## src/rtl/string_plot_pkg.sv

```systemverilog
// string_plot_pkg: shared types and defaults for the string plot sequencer.
// Holds the FSM state enum and default geometry/timeout parameters.
package string_plot_pkg;

  localparam int DEF_MAX_CHARS   = 16;
  localparam int DEF_CHAR_STEP   = 8;
  localparam int DEF_X_MAX       = 319;
  localparam int DEF_ACK_TIMEOUT = 255;

  typedef enum logic [3:0] {
    S_IDLE,
    S_CLR_PULSE,
    S_CLR_ACK,
    S_CLR_DONE,
    S_ISSUE,
    S_PLOT_PULSE,
    S_PLOT_ACK,
    S_PLOT_DONE,
    S_NEXT,
    S_FINISH
  } state_t;

endpackage

```

## src/rtl/string_plot_sequencer_char_buffer.sv

```systemverilog
// char_buffer: DEPTH x 8 register file, sync write, async read, sync clear.
// Ports: clk, reset, wr_en/wr_idx/wr_data write port, rd_idx -> rd_data.
module char_buffer #(
  parameter int DEPTH = 16
) (
  input  logic       clk,
  input  logic       reset,
  input  logic       wr_en,
  input  logic [3:0] wr_idx,
  input  logic [7:0] wr_data,
  input  logic [3:0] rd_idx,
  output logic [7:0] rd_data
);

  logic [7:0] mem [16];

  always_ff @(posedge clk) begin
    if (reset) begin
      for (int i = 0; i < 16; i++)
        mem[i] <= 8'h00;
    end else if (wr_en && int'(wr_idx) < DEPTH) begin
      mem[wr_idx] <= wr_data;
    end
  end

  assign rd_data = mem[rd_idx];

endmodule

```

## src/rtl/string_plot_sequencer.sv

```systemverilog
// string_plot_sequencer: walks a buffered word through the char drawer.
// In: start/clear_first/base/length, buffer write port, drawer ready.
// Out: address/x_input/y_input, plot/clear pulses, busy, done, flags.
module string_plot_sequencer
  import string_plot_pkg::*;
#(
  parameter int MAX_CHARS   = DEF_MAX_CHARS,
  parameter int CHAR_STEP   = DEF_CHAR_STEP,
  parameter int X_MAX       = DEF_X_MAX,
  parameter int ACK_TIMEOUT = DEF_ACK_TIMEOUT
) (
  input  logic       clk,
  input  logic       reset,
  input  logic       start,
  input  logic       clear_first,
  input  logic [8:0] base_x,
  input  logic [8:0] base_y,
  input  logic [4:0] length,
  input  logic       wr_en,
  input  logic [3:0] wr_idx,
  input  logic [7:0] wr_data,
  input  logic       ready_to_start_character,
  output logic [7:0] address,
  output logic [8:0] x_input,
  output logic [8:0] y_input,
  output logic       enable_character_plot,
  output logic       enable_clear,
  output logic       busy,
  output logic       done,
  output logic       overflow,
  output logic       timeout_err
);

  state_t     state, next;
  logic [8:0] bx_q, by_q;
  logic [4:0] len_q, len_in, idx_nxt;
  logic [3:0] idx;
  logic [7:0] tmo_cnt, rd_data;
  logic [9:0] x_sum;
  logic       rdy, accept, tmo_hit, x_over, in_ack;

  assign rdy     = ready_to_start_character;
  assign len_in  = (length > 5'(MAX_CHARS)) ? 5'(MAX_CHARS) : length;
  assign idx_nxt = {1'b0, idx} + 5'd1;
  assign x_sum   = 10'(bx_q) + 10'(idx) * 10'(CHAR_STEP);
  assign x_over  = x_sum > 10'(X_MAX);
  assign in_ack  = (state == S_CLR_ACK) || (state == S_PLOT_ACK);
  assign tmo_hit = tmo_cnt == 8'(ACK_TIMEOUT - 1);
  // A clear request can only be launched into an idle drawer.
  assign accept  = (state == S_IDLE) && start
                 && (!clear_first || rdy);

  char_buffer #(.DEPTH(MAX_CHARS)) u_buf (
    .clk     (clk),
    .reset   (reset),
    .wr_en   (wr_en && !busy),
    .wr_idx  (wr_idx),
    .wr_data (wr_data),
    .rd_idx  (idx),
    .rd_data (rd_data)
  );

  always_ff @(posedge clk) begin
    if (reset) state <= S_IDLE;
    else       state <= next;
  end

  always_comb begin
    next = state;
    unique case (state)
      S_IDLE: if (accept) begin
        if (clear_first)    next = S_CLR_PULSE;
        else if (len_in == 0) next = S_FINISH;
        else                next = S_ISSUE;
      end
      S_CLR_PULSE: next = S_CLR_ACK;
      S_CLR_ACK: begin
        if (!rdy)        next = S_CLR_DONE;
        else if (tmo_hit) next = S_FINISH;
      end
      S_CLR_DONE: if (rdy)
        next = (len_q == 0) ? S_FINISH : S_ISSUE;
      S_ISSUE: begin
        if (x_over)   next = S_FINISH;
        else if (rdy) next = S_PLOT_PULSE;
      end
      S_PLOT_PULSE: next = S_PLOT_ACK;
      S_PLOT_ACK: begin
        if (!rdy)        next = S_PLOT_DONE;
        else if (tmo_hit) next = S_FINISH;
      end
      S_PLOT_DONE: if (rdy) next = S_NEXT;
      S_NEXT: next = (idx_nxt == len_q) ? S_FINISH : S_ISSUE;
      S_FINISH: next = S_IDLE;
      default: next = S_IDLE;
    endcase
  end

  // Outputs are registered from the next state so each pulse
  // lines up exactly with its state.
  always_ff @(posedge clk) begin
    if (reset) begin
      bx_q                  <= '0;
      by_q                  <= '0;
      len_q                 <= '0;
      idx                   <= '0;
      tmo_cnt               <= '0;
      address               <= '0;
      x_input               <= '0;
      y_input               <= '0;
      enable_character_plot <= 1'b0;
      enable_clear          <= 1'b0;
      busy                  <= 1'b0;
      done                  <= 1'b0;
      overflow              <= 1'b0;
      timeout_err           <= 1'b0;
    end else begin
      enable_character_plot <= next == S_PLOT_PULSE;
      enable_clear          <= next == S_CLR_PULSE;
      done                  <= next == S_FINISH;
      busy                  <= next != S_IDLE;
      tmo_cnt <= in_ack ? tmo_cnt + 8'd1 : 8'd0;
      if (accept) begin
        bx_q        <= base_x;
        by_q        <= base_y;
        len_q       <= len_in;
        idx         <= '0;
        overflow    <= 1'b0;
        timeout_err <= 1'b0;
      end
      if (state == S_ISSUE) begin
        if (x_over) begin
          overflow <= 1'b1;
        end else begin
          address <= rd_data;
          x_input <= x_sum[8:0];
          y_input <= by_q;
        end
      end
      if (in_ack && rdy && tmo_hit)
        timeout_err <= 1'b1;
      if (state == S_NEXT)
        idx <= idx + 4'd1;
    end
  end

endmodule

```

## config.mk

```make
export PLATFORM = sky130hd
export DESIGN_NAME = string_plot_sequencer
export DESIGN_NICKNAME = d
export VERILOG_FILES = /design/src/rtl/string_plot_pkg.sv /design/src/rtl/string_plot_sequencer_char_buffer.sv /design/src/rtl/string_plot_sequencer.sv
export SDC_FILE = /design/constraint.sdc
export NUM_CORES = 1
export LEC_CHECK = 0
export ABC_AREA = 1
export CORE_MARGIN = 1
export CORE_UTILIZATION = 59
export DETAILED_ROUTE_END_ITERATION = 8
export GPL_ROUTABILITY_DRIVEN = 0
export GPL_TIMING_DRIVEN = 0
export HOLD_SLACK_MARGIN = 0.15
export MAX_ROUTING_LAYER = met4
export PLACE_DENSITY_LB_ADDON = 0.2
export SETUP_SLACK_MARGIN = 0.02
export SYNTH_ARGS = -nofsm -noshare
export SYNTH_HDL_FRONTEND = slang
export SYNTH_HIERARCHICAL = 1
export SYNTH_SLANG_ARGS = --single-unit
```

## constraint.sdc

```tcl
create_clock -name clk -period 3.15 [get_ports clk]
set_clock_uncertainty 0.2 [all_clocks]
set_input_delay 0.945 -clock clk [delete_from_list [all_inputs] [get_ports clk]]
set_output_delay 0.945 -clock clk [all_outputs]
set_load 0.03 [all_outputs]
```

==> impl_metrics.prom <==
# TYPE chip_impl_metric gauge
chip_impl_info{name="final_cell_mix",value="sky130_fd_sc_hd__nand2_1 (296), sky130_fd_sc_hd__nor2_1 (198), sky130_fd_sc_hd__inv_1 (142), sky130_fd_sc_hd__edfxtp_1 (128), sky130_fd_sc_hd__nand3_1 (114)"} 1
chip_impl_metric{name="power_leakage",unit="nW"} 4.724
chip_impl_metric{name="dpl_cell_area",unit="sq um"} 10420
chip_impl_metric{name="instances_no_fill",unit=""} 1460
chip_impl_metric{name="peak_ir_drop_on_the_vdd_network",unit="V"} 0.0003833
chip_impl_metric{name="cell_area_synth",unit="sq um"} 9442
chip_impl_metric{name="ant_nets",unit=""} 0
chip_impl_metric{name="vias_per_cell",unit=""} 5.501
chip_impl_metric{name="gr-usage-all-layers",unit=""} 0.3198
chip_impl_info{name="critPathMostFrequentCell",value="sky130_fd_sc_hd__nand2_1"} 1
chip_impl_metric{name="grt_first_pass_wirelength",unit="microns"} 37980
chip_impl_metric{name="postLayoutCellArea",unit="sq um"} 11020
chip_impl_metric{name="antenna_cells_inserted",unit=""} 0
chip_impl_metric{name="slew-limit-headroom",unit=""} 0.3865
chip_impl_metric{name="drc_errors",unit=""} 0
chip_impl_metric{name="floorplan.initialDensity",unit=""} 0.6120
chip_impl_metric{name="post_synthesis_to_final_layout_area_growth",unit="%"} 16.71
chip_impl_info{name="timing_worst_setup_path_type",value="in -> reg"} 1
chip_impl_metric{name="pwr_density_cell",unit="nW/um^2"} 525.8
chip_impl_metric{name="yosysWarnings",unit=""} 6
chip_impl_metric{name="dp_hpwl",unit="microns"} 16970
chip_impl_info{name="grt_setup_unrepaired",value="no"} 1
chip_impl_metric{name="final_period_minus_worst_setup_slack",unit="ns"} 2.983
chip_impl_metric{name="first_pass_iters",unit=""} 7
chip_impl_metric{name="async_flop_share",unit=""} 0
chip_impl_metric{name="cp_max_fo",unit=""} 9
chip_impl_metric{name="cts_num_sinks",unit=""} 199
chip_impl_metric{name="synth_area_per_cell",unit="sq um"} 8.239
chip_impl_metric{name="critical_path.max_stage_delay",unit="ns"} 0.47
chip_impl_metric{name="synth.yosys.seq_area_share",unit=""} 0.5576
chip_impl_metric{name="fp.coreArea",unit="sq um"} 15430
chip_impl_metric{name="routed-via-count",unit=""} 8031
chip_impl_metric{name="totalWireLength",unit="microns"} 24300
chip_impl_info{name="crit_chain",value="clkdlybuf4s50_1, inv_2, nand2_1, nor3_4, nand2_2, nand2_1"} 1
chip_impl_metric{name="syn_nets",unit=""} 1195
chip_impl_metric{name="hold_viol_final",unit=""} 0
chip_impl_metric{name="final_layout_size_suffix_gt1_frac",unit=""} 0.08167
chip_impl_metric{name="worstPathArrival",unit="ns"} 2.88
chip_impl_info{name="result_of_the_run",value="completed"} 1
chip_impl_metric{name="slew_viol_final",unit=""} 0
chip_impl_info{name="final_common_cell",value="sky130_fd_sc_hd__nand2_1"} 1
chip_impl_metric{name="num-nets-final",unit=""} 1285
chip_impl_metric{name="die_area",unit="sq um"} 16510
chip_impl_metric{name="first_global_vias",unit=""} 7499
chip_impl_metric{name="whs",unit="ns"} 0.2572
chip_impl_metric{name="cts.reportedPaths.clkPinSlew",unit="ns"} 0.07
chip_impl_metric{name="wl_per_cell",unit="microns"} 16.64
chip_impl_info{name="clock-root-buffer",value="sky130_fd_sc_hd__clkbuf_16"} 1
chip_impl_metric{name="grt_overflow",unit=""} 0
chip_impl_metric{name="cts_max_level",unit=""} 4
chip_impl_metric{name="synth-edff-count",unit=""} 128
chip_impl_metric{name="drv.max_cap_violation_count",unit=""} 0
chip_impl_metric{name="antenna_violations_before_repair",unit=""} 0
chip_impl_metric{name="reg2regPathDepth",unit=""} 13
chip_impl_metric{name="die-width",unit="microns"} 128.5
chip_impl_info{name="cp-start-kind",value="input pin"} 1
chip_impl_metric{name="worstMarginPinSlew",unit="ns"} 0.9202
chip_impl_metric{name="row_count",unit=""} 45
chip_impl_info{name="path_class_of_the_lowest_slack_min_delay_path",value="reg -> reg"} 1
chip_impl_metric{name="holdPathStages",unit=""} 2
chip_impl_info{name="slowest_stage",value="sky130_fd_sc_hd__clkdlybuf4s50_1"} 1
chip_impl_metric{name="max_freq",unit="MHz"} 335.2
chip_impl_metric{name="post_cts_buffers",unit=""} 0
chip_impl_metric{name="post_syn_instances",unit=""} 1146
chip_impl_metric{name="clk_path_buf_depth",unit=""} 2
chip_impl_metric{name="setup_viol",unit=""} 0
chip_impl_metric{name="cp.required",unit="ns"} 3.05
chip_impl_metric{name="first_iter_violations",unit=""} 773
chip_impl_metric{name="clk_latency",unit="ns"} 0.44
chip_impl_metric{name="synth_seq_cells",unit=""} 199
chip_impl_info{name="tritoncts",value="yes"} 1
chip_impl_info{name="endpoint_kind",value="flip-flop"} 1
chip_impl_metric{name="top_level_ports",unit=""} 73
chip_impl_metric{name="tritoncts.num_buffers",unit=""} 17
chip_impl_metric{name="post_synth_num_cell_types",unit=""} 34
chip_impl_metric{name="cts-hold-fix-buffers",unit=""} 0
chip_impl_metric{name="grt_max_degree",unit=""} 18
chip_impl_metric{name="port-buffer-count",unit=""} 71
chip_impl_metric{name="chipHeight",unit="microns"} 128.5
chip_impl_info{name="postSynth.topFlopCell",value="sky130_fd_sc_hd__edfxtp_1"} 1
chip_impl_metric{name="final.period_utilization",unit=""} 0.9469
chip_impl_metric{name="post_cts.resized_instances",unit=""} 0
chip_impl_metric{name="post-place-cells",unit=""} 1428
## critical path, delay by kind of cell
kind,cells,cell delay [ns]
AND/OR/NAND/NOR,4,1.26
buffers and inverters,2,0.67
## state kept, by name, summed over array words and instances (netlist names), 4 cells and up
name,count
idx,4
u_buf/mem,128
state,4
y_input,9
bx_q,9
x_input,9
tmo_cnt,8
by_q,9
address,8
len_q,5
## power breakdown
part	internal, W	switching [W]
Combinational	0.000214	0.000424
Sequential	0.00290	0.0000596
Clock	0.00121	0.000988
## stage by stage
step	setup slack, ns	util	total power [W]	TNS [ns]
2_1_floorplan	0.7404	-	0.003399	0
3_3_place_gp	-0.2085	0.6752	0.003617	-16.50
3_5_place_dp	-0.2619	0.6752	0.003637	-22.53
4_1_cts	0.1912	0.7143	0.005800	0
5_1_grt	0.04784	0.7143	0.005985	0
6_report	0.1671	0.7143	0.005794	0
## final cells by class
type | instances | area (sq um)
Clock buffer | 22 | 529.3
Buffer | 49 | 229.0
Sequential cell | 199 | 5265
Fill cell | 1219 | 4408
Timing Repair Buffer | 71 | 710.7
Tap cell | 211 | 264.0
Inverter | 148 | 555.5
Clock inverter | 10 | 73.82
Multi-Input combinational cell | 750 | 3392
## worst paths after layout
kind                              start         endpoint  slack (ns)
worst max-delay path              reset  u_buf/mem[8][0]        0.17
worst min-delay path            by_q[1]       y_input[1]        0.26
worst max register to register   idx[0]             busy        0.42
worst min register to register  by_q[1]       y_input[1]        0.26
## Yosys cell counts, types with 2 or more instances
cell                       number  share of area
sky130_fd_sc_hd__nand2_1      296           0.12
sky130_fd_sc_hd__a211oi_1       2         0.0016
sky130_fd_sc_hd__inv_2          6         0.0024
sky130_fd_sc_hd__nand3b_1       3         0.0024
sky130_fd_sc_hd__nor3_4         4         0.0069
sky130_fd_sc_hd__nor2_1       198          0.079
sky130_fd_sc_hd__a21oi_2       10         0.0093
sky130_fd_sc_hd__buf_2         17         0.0090
sky130_fd_sc_hd__nand4_1        4         0.0026
sky130_fd_sc_hd__nand2_2       28          0.019
sky130_fd_sc_hd__nor4_1         2         0.0013
sky130_fd_sc_hd__nor3_1         6         0.0032
sky130_fd_sc_hd__inv_1        142          0.056
sky130_fd_sc_hd__edfxtp_1     128           0.41
sky130_fd_sc_hd__buf_1          3         0.0012
sky130_fd_sc_hd__ha_1           7         0.0093
sky130_fd_sc_hd__o211ai_1       2         0.0016
sky130_fd_sc_hd__xnor2_1        3         0.0028
sky130_fd_sc_hd__dfxtp_1       71           0.15
sky130_fd_sc_hd__clkbuf_1      27          0.011
sky130_fd_sc_hd__o21ai_0       27          0.014
sky130_fd_sc_hd__nand3_1      114          0.060
sky130_fd_sc_hd__a21oi_1       35          0.019
## metal layers
| metal | wire, microns | up-vias | track usage |
|---|---|---|---|
| met1 | 9649 | 3699 | 0.4071 |
| met4 | 651 | 0 | 0.1246 |
| li1 | - | 3826 | - |
| met2 | 11250 | 440 | 0.4995 |
| met3 | 2742 | 66 | 0.07110 |
| met5 | 0 | - | - |
## cells by family (layout without fill, tap and decap cells)
group	after synthesis	count (layout)	synth area share
AO/OA/AOI/OAI	77	77	0.04612
XOR/XNOR	4	4	0.003711
adder cells (fa/ha/maj)	8	8	0.01140
buffers and inverters	197	300	0.08309
flip-flops	199	199	0.5576
AND/OR/NAND/NOR	661	661	0.2980
Note: power is estimated with default switching activity, not from simulation.
